$ cat src/rtl/decode_hazard_ctrl.sv
// Decode-stage interlock controller: load-use and HI/LO busy stalls, branch/jump squashes,
// a HI/LO busy down-counter and a saturating stalled-cycle counter.
module decode_hazard_ctrl #(
  parameter int MULT_LATENCY = 4,
  parameter int DIV_LATENCY  = 32,
  parameter int CNT_W        = 6
) (
  input  logic        clk,
  input  logic        rst_n,
  input  logic [31:0] id_instr,
  input  logic        id_valid,
  input  logic        id_branch_taken,
  input  logic        ex_valid,
  input  logic        ex_mem_read,
  input  logic [4:0]  ex_rt,
  output logic        stall_if,
  output logic        stall_id,
  output logic        flush_ex,
  output logic        flush_id,
  output logic        md_busy,
  output logic [15:0] stall_count
);

  localparam logic [5:0] OP_RTYPE = 6'h00;
  localparam logic [5:0] OP_J     = 6'h02;
  localparam logic [5:0] OP_JAL   = 6'h03;
  localparam logic [5:0] OP_BEQ   = 6'h04;
  localparam logic [5:0] OP_BNE   = 6'h05;
  localparam logic [5:0] OP_SB    = 6'h28;
  localparam logic [5:0] OP_SH    = 6'h29;
  localparam logic [5:0] OP_SW    = 6'h2B;

  logic [5:0]       w_op;
  logic [4:0]       w_rs;
  logic [4:0]       w_rt;
  logic [5:0]       w_funct;
  logic             w_uses_rs;
  logic             w_uses_rt;
  logic             w_is_md;
  logic             w_is_mf;
  logic             w_is_div;
  logic             w_is_jump;
  logic             w_load_use;
  logic             w_md_stall;
  logic             w_stall;
  logic             w_issue_md;
  logic             w_unused;
  logic [CNT_W-1:0] r_md_cnt;
  logic [15:0]      r_stall_count;

  assign w_op     = id_instr[31:26];
  assign w_rs     = id_instr[25:21];
  assign w_rt     = id_instr[20:16];
  assign w_funct  = id_instr[5:0];
  assign w_unused = ^id_instr[15:6];

  // NOTE: every signal gets a default before the case so no path can infer a latch.
  always_comb begin
    w_uses_rs = 1'b1;
    w_uses_rt = 1'b0;
    w_is_md   = 1'b0;
    w_is_mf   = 1'b0;
    case (w_op)
      OP_RTYPE: begin
        w_uses_rt = 1'b1;
        case (w_funct)
          6'h00, 6'h02, 6'h03: w_uses_rs = 1'b0;
          6'h10, 6'h12: begin
            w_uses_rs = 1'b0;
            w_is_mf   = 1'b1;
          end
          6'h18, 6'h19, 6'h1A, 6'h1B: w_is_md = 1'b1;
          default: ;
        endcase
      end
      OP_J, OP_JAL:                       w_uses_rs = 1'b0;
      OP_BEQ, OP_BNE, OP_SW, OP_SH, OP_SB: w_uses_rt = 1'b1;
      default: ;
    endcase
  end

  assign w_is_div  = (w_funct == 6'h1A) || (w_funct == 6'h1B);
  assign w_is_jump = (w_op == OP_J) || (w_op == OP_JAL);

  assign w_load_use = id_valid && ex_valid && ex_mem_read && (ex_rt != 5'd0) &&
                      ((w_uses_rs && (w_rs == ex_rt)) || (w_uses_rt && (w_rt == ex_rt)));
  assign w_md_stall = id_valid && (w_is_md || w_is_mf) && (r_md_cnt != '0);

  // Outputs are forced low while reset is asserted even if the ID/EX inputs show a hazard.
  assign w_stall    = rst_n && (w_load_use || w_md_stall);
  assign w_issue_md = id_valid && w_is_md && !w_stall;

  assign stall_if    = w_stall;
  assign stall_id    = w_stall;
  assign flush_ex    = w_stall;
  assign flush_id    = rst_n && id_valid && !w_stall && (id_branch_taken || w_is_jump);
  assign md_busy     = (r_md_cnt != '0);
  assign stall_count = r_stall_count;

  // NOTE: sequential state uses non-blocking assignments so all registers update together.
  always_ff @(posedge clk or negedge rst_n) begin
    if (!rst_n) begin
      r_md_cnt      <= '0;
      r_stall_count <= '0;
    end else begin
      if (w_issue_md)
        r_md_cnt <= w_is_div ? CNT_W'(DIV_LATENCY) : CNT_W'(MULT_LATENCY);
      else if (r_md_cnt != '0)
        r_md_cnt <= r_md_cnt - 1'b1;

      if (w_stall && (r_stall_count != 16'hFFFF))
        r_stall_count <= r_stall_count + 16'd1;
    end
  end

endmodule

$ cat config.mk
export PLATFORM = sky130hd
export DESIGN_NAME = decode_hazard_ctrl
export DESIGN_NICKNAME = d
export VERILOG_FILES = /design/src/rtl/decode_hazard_ctrl.sv
export SDC_FILE = /design/constraint.sdc
export NUM_CORES = 1
export LEC_CHECK = 0
export BUFFER_PORTS_ARGS = -buffer_cell sky130_fd_sc_hd__buf_2
export CAP_MARGIN = 5
export CORE_AREA = 3 3 70 55
export CTS_CLUSTER_DIAMETER = 100
export DETAILED_ROUTE_END_ITERATION = 10
export DIE_AREA = 0 0 73 58
export GPL_TIMING_DRIVEN = 0
export HOLD_SLACK_MARGIN = 0.05
export MAX_ROUTING_LAYER = met4
export PLACE_DENSITY_LB_ADDON = 0.2
export SETUP_SLACK_MARGIN = 0.3
export SLEW_MARGIN = 20
export SYNTH_ARGS = -nofsm -noshare
export SYNTH_HDL_FRONTEND = slang
export SYNTH_SLANG_ARGS = --single-unit
$ cat constraint.sdc
create_clock -name clk -period 2.7 [get_ports clk]
set_input_delay 0 -clock clk [delete_from_list [all_inputs] [get_ports clk]]
set_output_delay 0 -clock clk [all_outputs]
set_load 0.01 [all_outputs]
# Word-level counts from Yosys, hierarchy flattened

Cells that the tools add are included.

Latch bits: 0
Logic and storage cells: 64
Output and inout port bits: 21
Flip-flop bits (word level): 22
Bits in read-only memories: 0
Bits in writable memories: 0
Memories: 0

$add $sub $neg: 2
Bitwise operators: 0
Shifts and indexed selects: 0
Equality and inequality tests: 18
Reductions and logical operators: 32
Multipliers: 0
Magnitude comparators: 0
Mux-type cells: 10
Div/mod/pow operators: 0

Operators by type and width:

| kind                                                | count |
|---|---|
| equality test 6 x 5 -> 1 bit, second input constant | 6 |
| equality test 6 x 2 -> 1 bit, second input constant | 4 |
| equality test 6 bit, second input constant          | 3 |
| 2-to-1 mux 6 bit                                    | 3 |
| adder 16 x 1 -> 16 bit, second input constant       | 1 |
| inequality test 16 bit, second input constant       | 1 |
| logical AND 1 bit                                   | 15 |
| equality test 6 x 3 -> 1 bit, second input constant | 2 |
| zero test 6 bit                                     | 2 |
| equality test 5 bit                                 | 2 |
| logical OR 1 bit                                    | 6 |
| 2-to-1 mux 1 bit                                    | 6 |
| nonzero test 6 bit                                  | 1 |
| OR reduction 6 bit                                  | 1 |
| subtractor 6 x 1 -> 6 bit, second input constant    | 1 |
| nonzero test 5 bit                                  | 1 |
| OR reduction 5 bit                                  | 1 |
| OR reduction 2 bit                                  | 2 |
| OR reduction 4 bit                                  | 1 |
| one-hot mux 1 bit (2 select lines)                  | 1 |
| nonzero test 2 bit                                  | 1 |
| zero test 1 bit                                     | 1 |

# Depth between registers and ports, before layout

Depth in word-level cells: 12
Depth in mapped cells: 9
Gate-level depth less buffers: 8

# Worst setup path after synthesis

Ideal clock, no wire load.

Path type: flip-flop to flip-flop
Start: register r_md_cnt[0]
End: register r_md_cnt[2]
Arrival time: 1978 ps
Path slack: 597 ps
Cell stages (with the launch flop): 9
Required time: 2575 ps
Path through: dfrtp_1 inv_1 ha_1 nor3b_2 nand2_2 o2111ai_1 o211ai_4 a211o_4 mux2_4

Word-level cells in the longest chain between the ends: 7
Elaborated cells on any way between the ends: 10
Classes of those cells: add/sub: 1; mux: 2; reduce/logical: 7

RTL lines:

| item                                                   | line | text |
|---|---|---|
| start: declaration                                     | 48   | `logic [CNT_W-1:0] r_md_cnt;` |
| start signal: assignment                               | 107  | `r_md_cnt <= w_is_div ? CNT_W'(DIV_LATENCY) : CNT_W'(MULT_LATENCY);` |
| start signal: assignment                               | 109  | `r_md_cnt <= r_md_cnt - 1'b1;` |
| nonzero test 6 bit *                                   | n/a  |  |
| named net md_busy                                      | 20   | `output logic md_busy,` |
| logical AND 1 bit                                      | 87   | `assign w_md_stall = id_valid && (w_is_md \|\| w_is_mf) && (r_md_cnt != '0);` |
| logical OR 1 bit                                       | 90   | `assign w_stall = rst_n && (w_load_use \|\| w_md_stall);` |
| logical AND 1 bit                                      | 90   |  |
| zero test 1 bit                                        | 91   | `assign w_issue_md = id_valid && w_is_md && !w_stall;` |
| logical AND 1 bit                                      | 91   |  |
| 2-to-1 mux 6 bit or nonzero test 2 bit (tied branches) | n/a  |  |

The timed path passes the listed nets; every way through them passes the cells marked *. The select of a mux whose other input is x is not followed.
A chain may end at the register's enable or synchronous reset.

# Worst setup path in the final report

Start: register r_md_cnt[1]
End: register r_md_cnt[2]

Word-level cells in the longest chain between the ends: 7
Elaborated cells on any way between the ends: 10
Classes of those cells: add/sub: 1; mux: 2; reduce/logical: 7

RTL lines:

| item |
|---|
| parallel branches: the longest is 7 deep, another holds subtractor 6 x 1 -> 6 bit |

Several ways; the timed one is not identified. The select of a mux whose other input is x is not followed.

==> impl_metrics.py <==
metrics = {
    "worst_setup_path": {
        "cpPeakStageDelay_ps": 400,
        "rr_endpoint": "r_md_cnt[2]",
        "crit_required_ps": 2850,
        "crit_family": "compound AO/OA/AOI/OAI gates",
        "path_class": "flip-flop to flip-flop",
        "crit_chain": "inv_1, ha_2, nor3b_4, nand2_4, o2111ai_2, o211ai_4, buf_4, a211o_4, mux2_4",
        "start_kind": "flip-flop",
        "r2r_start": "r_md_cnt[1]",
        "arrival_ps": 2430,
        "endpoint_kind": "flip-flop",
        "slowest_stage": "dfrtp_1",
        "ff2ff_path_depth": 9,
        "ff2ff_setup_slack_ps": 420,
        "cp_max_fo": 7,
        "crit_buf_inv": 2,
    },
    "logic_synthesis": {
        "syn_area_mm2": 0.00150,
        "synth_seq_area_share_pct": 36.7,
        "synth_common_cells": "22 x dfrtp_1, 17 x xor2_1, 11 x nor2_1, 11 x xnor2_1",
        "synth_nets": 197,
        "async_flop_share_pct": 100,
        "syn_avg_cell_area_um2": 9.87,
        "synth.top_cell.area_share_pct": 36.7,
        "yosysMostFrequentCell": "dfrtp_1",
        "synth_area_leader_cell": "dfrtp_1",
        "ys_seq_elements": 22,
        "synth-edff-count": 0,
        "synth.area.top_cells": "dfrtp_1 37%, xor2_1 9.9%, xnor2_1 6.4%",
        "yosys_warnings": 0,
        "ys.flop_type": "dfrtp_1",
        "synthCells": 152,
        "ys_types": 41,
    },
    "timing": {
        "max_freq_mhz": 439,
        "rsz0062_at_grt": "no",
        "fin_crit_ps": 2280,
        "setup_violations": 0,
        "hold_violations": 0,
        "clock_skew_ps": 4.11,
        "holdWs_ps": 51.8,
        "tightest_slew_ps": 518,
        "drv_slew": 0,
        "finalSetupTns_ps": 0,
        "relSlewSlack_pct": 65.5,
        "fin_crit_sh_pct": 84.4,
    },
    "power": {
        "irDropWorstVdd_mv": 0.260,
        "finalPower_mw": 0.949,
        "leakagePower_nw": 0.946,
        "p_per_area_mw_per_mm2": 493,
    },
    "drt": {
        "wl_mm": 3.60,
        "postRouteAntennaNets": 0,
        "vias_per_cell": 5.27,
        "wire_per_inst_um": 14.2,
        "drt_iter0_drc": 52,
        "vias": 1334,
        "firstDrtPassIters": 4,
        "drc_errors": 0,
    },
    "clock_network": {
        "clk_path_buf_depth": 2,
        "h-tree-depth": 1,
        "clk_latency_ps": 260,
        "cts_root_buffer": "clkbuf_8",
        "cts.sinks": 22,
        "cts_tree": "done",
        "clkTransAtPathRegs_ps": 70,
        "cts_buffers": 3,
    },
    "global_routing": {
        "antenna_found_initial": 0,
        "grt_first_pass_wirelength_mm": 6.13,
        "grt_use_met2_pct": 32.5,
        "use_met3_pct": 3.64,
        "grtUsageMet1_pct": 23.1,
        "grt_most_used_layer": "met2",
        "overflow": 0,
        "track_usage_pct": 18.9,
        "grt_pass1_vias": 1375,
        "grt_max_degree": 24,
    },
    "placement": {
        "place_inst": 245,
        "gp_congestion": 0.777,
        "hpwl_mm": 2.85,
        "portBuffers": 53,
    },
    "finish": {
        "finalNonFillerCells": 253,
        "fin_nets": 259,
        "diodes": 0,
        "syn2layout_area_growth_pct": 28.4,
        "layout-drive-gt1-share_pct": 39.0,
    },
    "floorplanning": {
        "die_h_um": 58,
        "die_w_um": 73,
        "start_util_pct": 45.9,
        "io_pins": 64,
        "std_cell_rows": 18,
        "fp.dieArea_mm2": 0.00423,
        "core-area_mm2": 0.00327,
    },
    "flow_run": {
        "drv_cap": 0,
    },
    "status": {
        "outcome": "finished, final reports clean",
    },
    "worst_hold_path": {
        "hold_path.class": "primary input to flip-flop",
        "holdPathEnd": "r_md_cnt[5]",
        "hp-start": "id_instr[1]",
        "worstHoldPathCells": 3,
    },
}
## routing by layer
| metal | share of wire [%] | wire length, um |
|---|---|---|
| met5 | 0 | 0 |
| met4 | 0.47 | 17 |
| met3 | 2.2 | 80 |
| met2 | 53 | 1890 |
| met1 | 45 | 1610 |
## registers in the layout, summed over array words and instances (netlist names)
register     count
r_md_cnt         6
stall_count     16
## power by group
group	switching [mW]	internal (mW)
Sequential	0.0538	0.379
Clock	0.102	0.130
Combinational	0.138	0.146
## how the worst max path moves through the flow
stage           startpoint     endpoint  slack, ps  cells past startpoint
2_1_floorplan  r_md_cnt[0]  r_md_cnt[2]        600                      8
6_report       r_md_cnt[1]  r_md_cnt[2]        420                      9
5_1_grt        r_md_cnt[1]     stall_if        310                     10
4_1_cts        r_md_cnt[0]  r_md_cnt[2]        310                      9
3_5_place_dp   r_md_cnt[0]  r_md_cnt[2]        360                      8
3_3_place_gp   r_md_cnt[0]  r_md_cnt[2]        470                      8
## metrics by stage
stage	cell area (um2)	setup slack (ps)	util, %
floorplan	1500	597	-
global placement	1820	468	55.6
detailed placement	1820	355	55.6
CTS	1910	313	58.5
global route	1930	305	59.0
finish	1930	420	59.0
## cell usage in the layout (no fill, tap or decap), types with 2 or more instances in the layout
cell / netlist / final
or3_1: 3 / 3
buf_4: 3 / 6
nand2_1: 10 / 10
dfrtp_1: 22 / 22
nand2_4: 1 / 2
xor2_1: 17 / 17
buf_2: 1 / 53
and2_1: 2 / 2
inv_1: 4 / 3
nand4_1: 10 / 10
nor3_1: 5 / 5
and3_1: 3 / 3
a21oi_1: 3 / 3
nor3b_1: 2 / 2
a21boi_0: 2 / 2
nand3b_1: 2 / 2
clkbuf_8: 0 / 4
xnor2_1: 11 / 11
nor2_1: 11 / 11
nor2b_1: 3 / 3
mux2_4: 2 / 2
nand3_1: 10 / 10
nor4b_2: 4 / 4
## tightest hold or removal path, stage by stage
cell and delay [ps]:
buf_2 100, nand4_1 90, mux2i_1 70
## final cells by class
type / count / area, um2
fill: 290 / 1340
multi-input combinational: 120 / 920
sequential: 22 / 551
timing repair buffer: 57 / 298
clock buffer: 4 / 55.1
tap: 40 / 50.0
buffer: 6 / 37.5
inverter: 4 / 15.0
## repair_timing
action | CTS | global route
gates resized for setup | 1 | 5
hold endpoints to repair | 22 | 0
endpoints found under the setup margin | 3 | 5
pin swaps | 1 | 1
hold buffers | 1 | 0
setup buffers | 3 | 0
## kinds of logic (layout without fill, tap and decap cells)
logic type / after synthesis / count (layout) / synth area share [%]
simple gates: 75 / 75 / 31.9
xor+xnor: 28 / 28 / 16.3
flops: 22 / 22 / 36.7
compound gates: 12 / 12 / 7.42
buf+inv: 10 / 71 / 3.33
mux: 3 / 3 / 2.67
fa+ha+maj: 2 / 2 / 1.67
(Power assumes the default switching activity.)
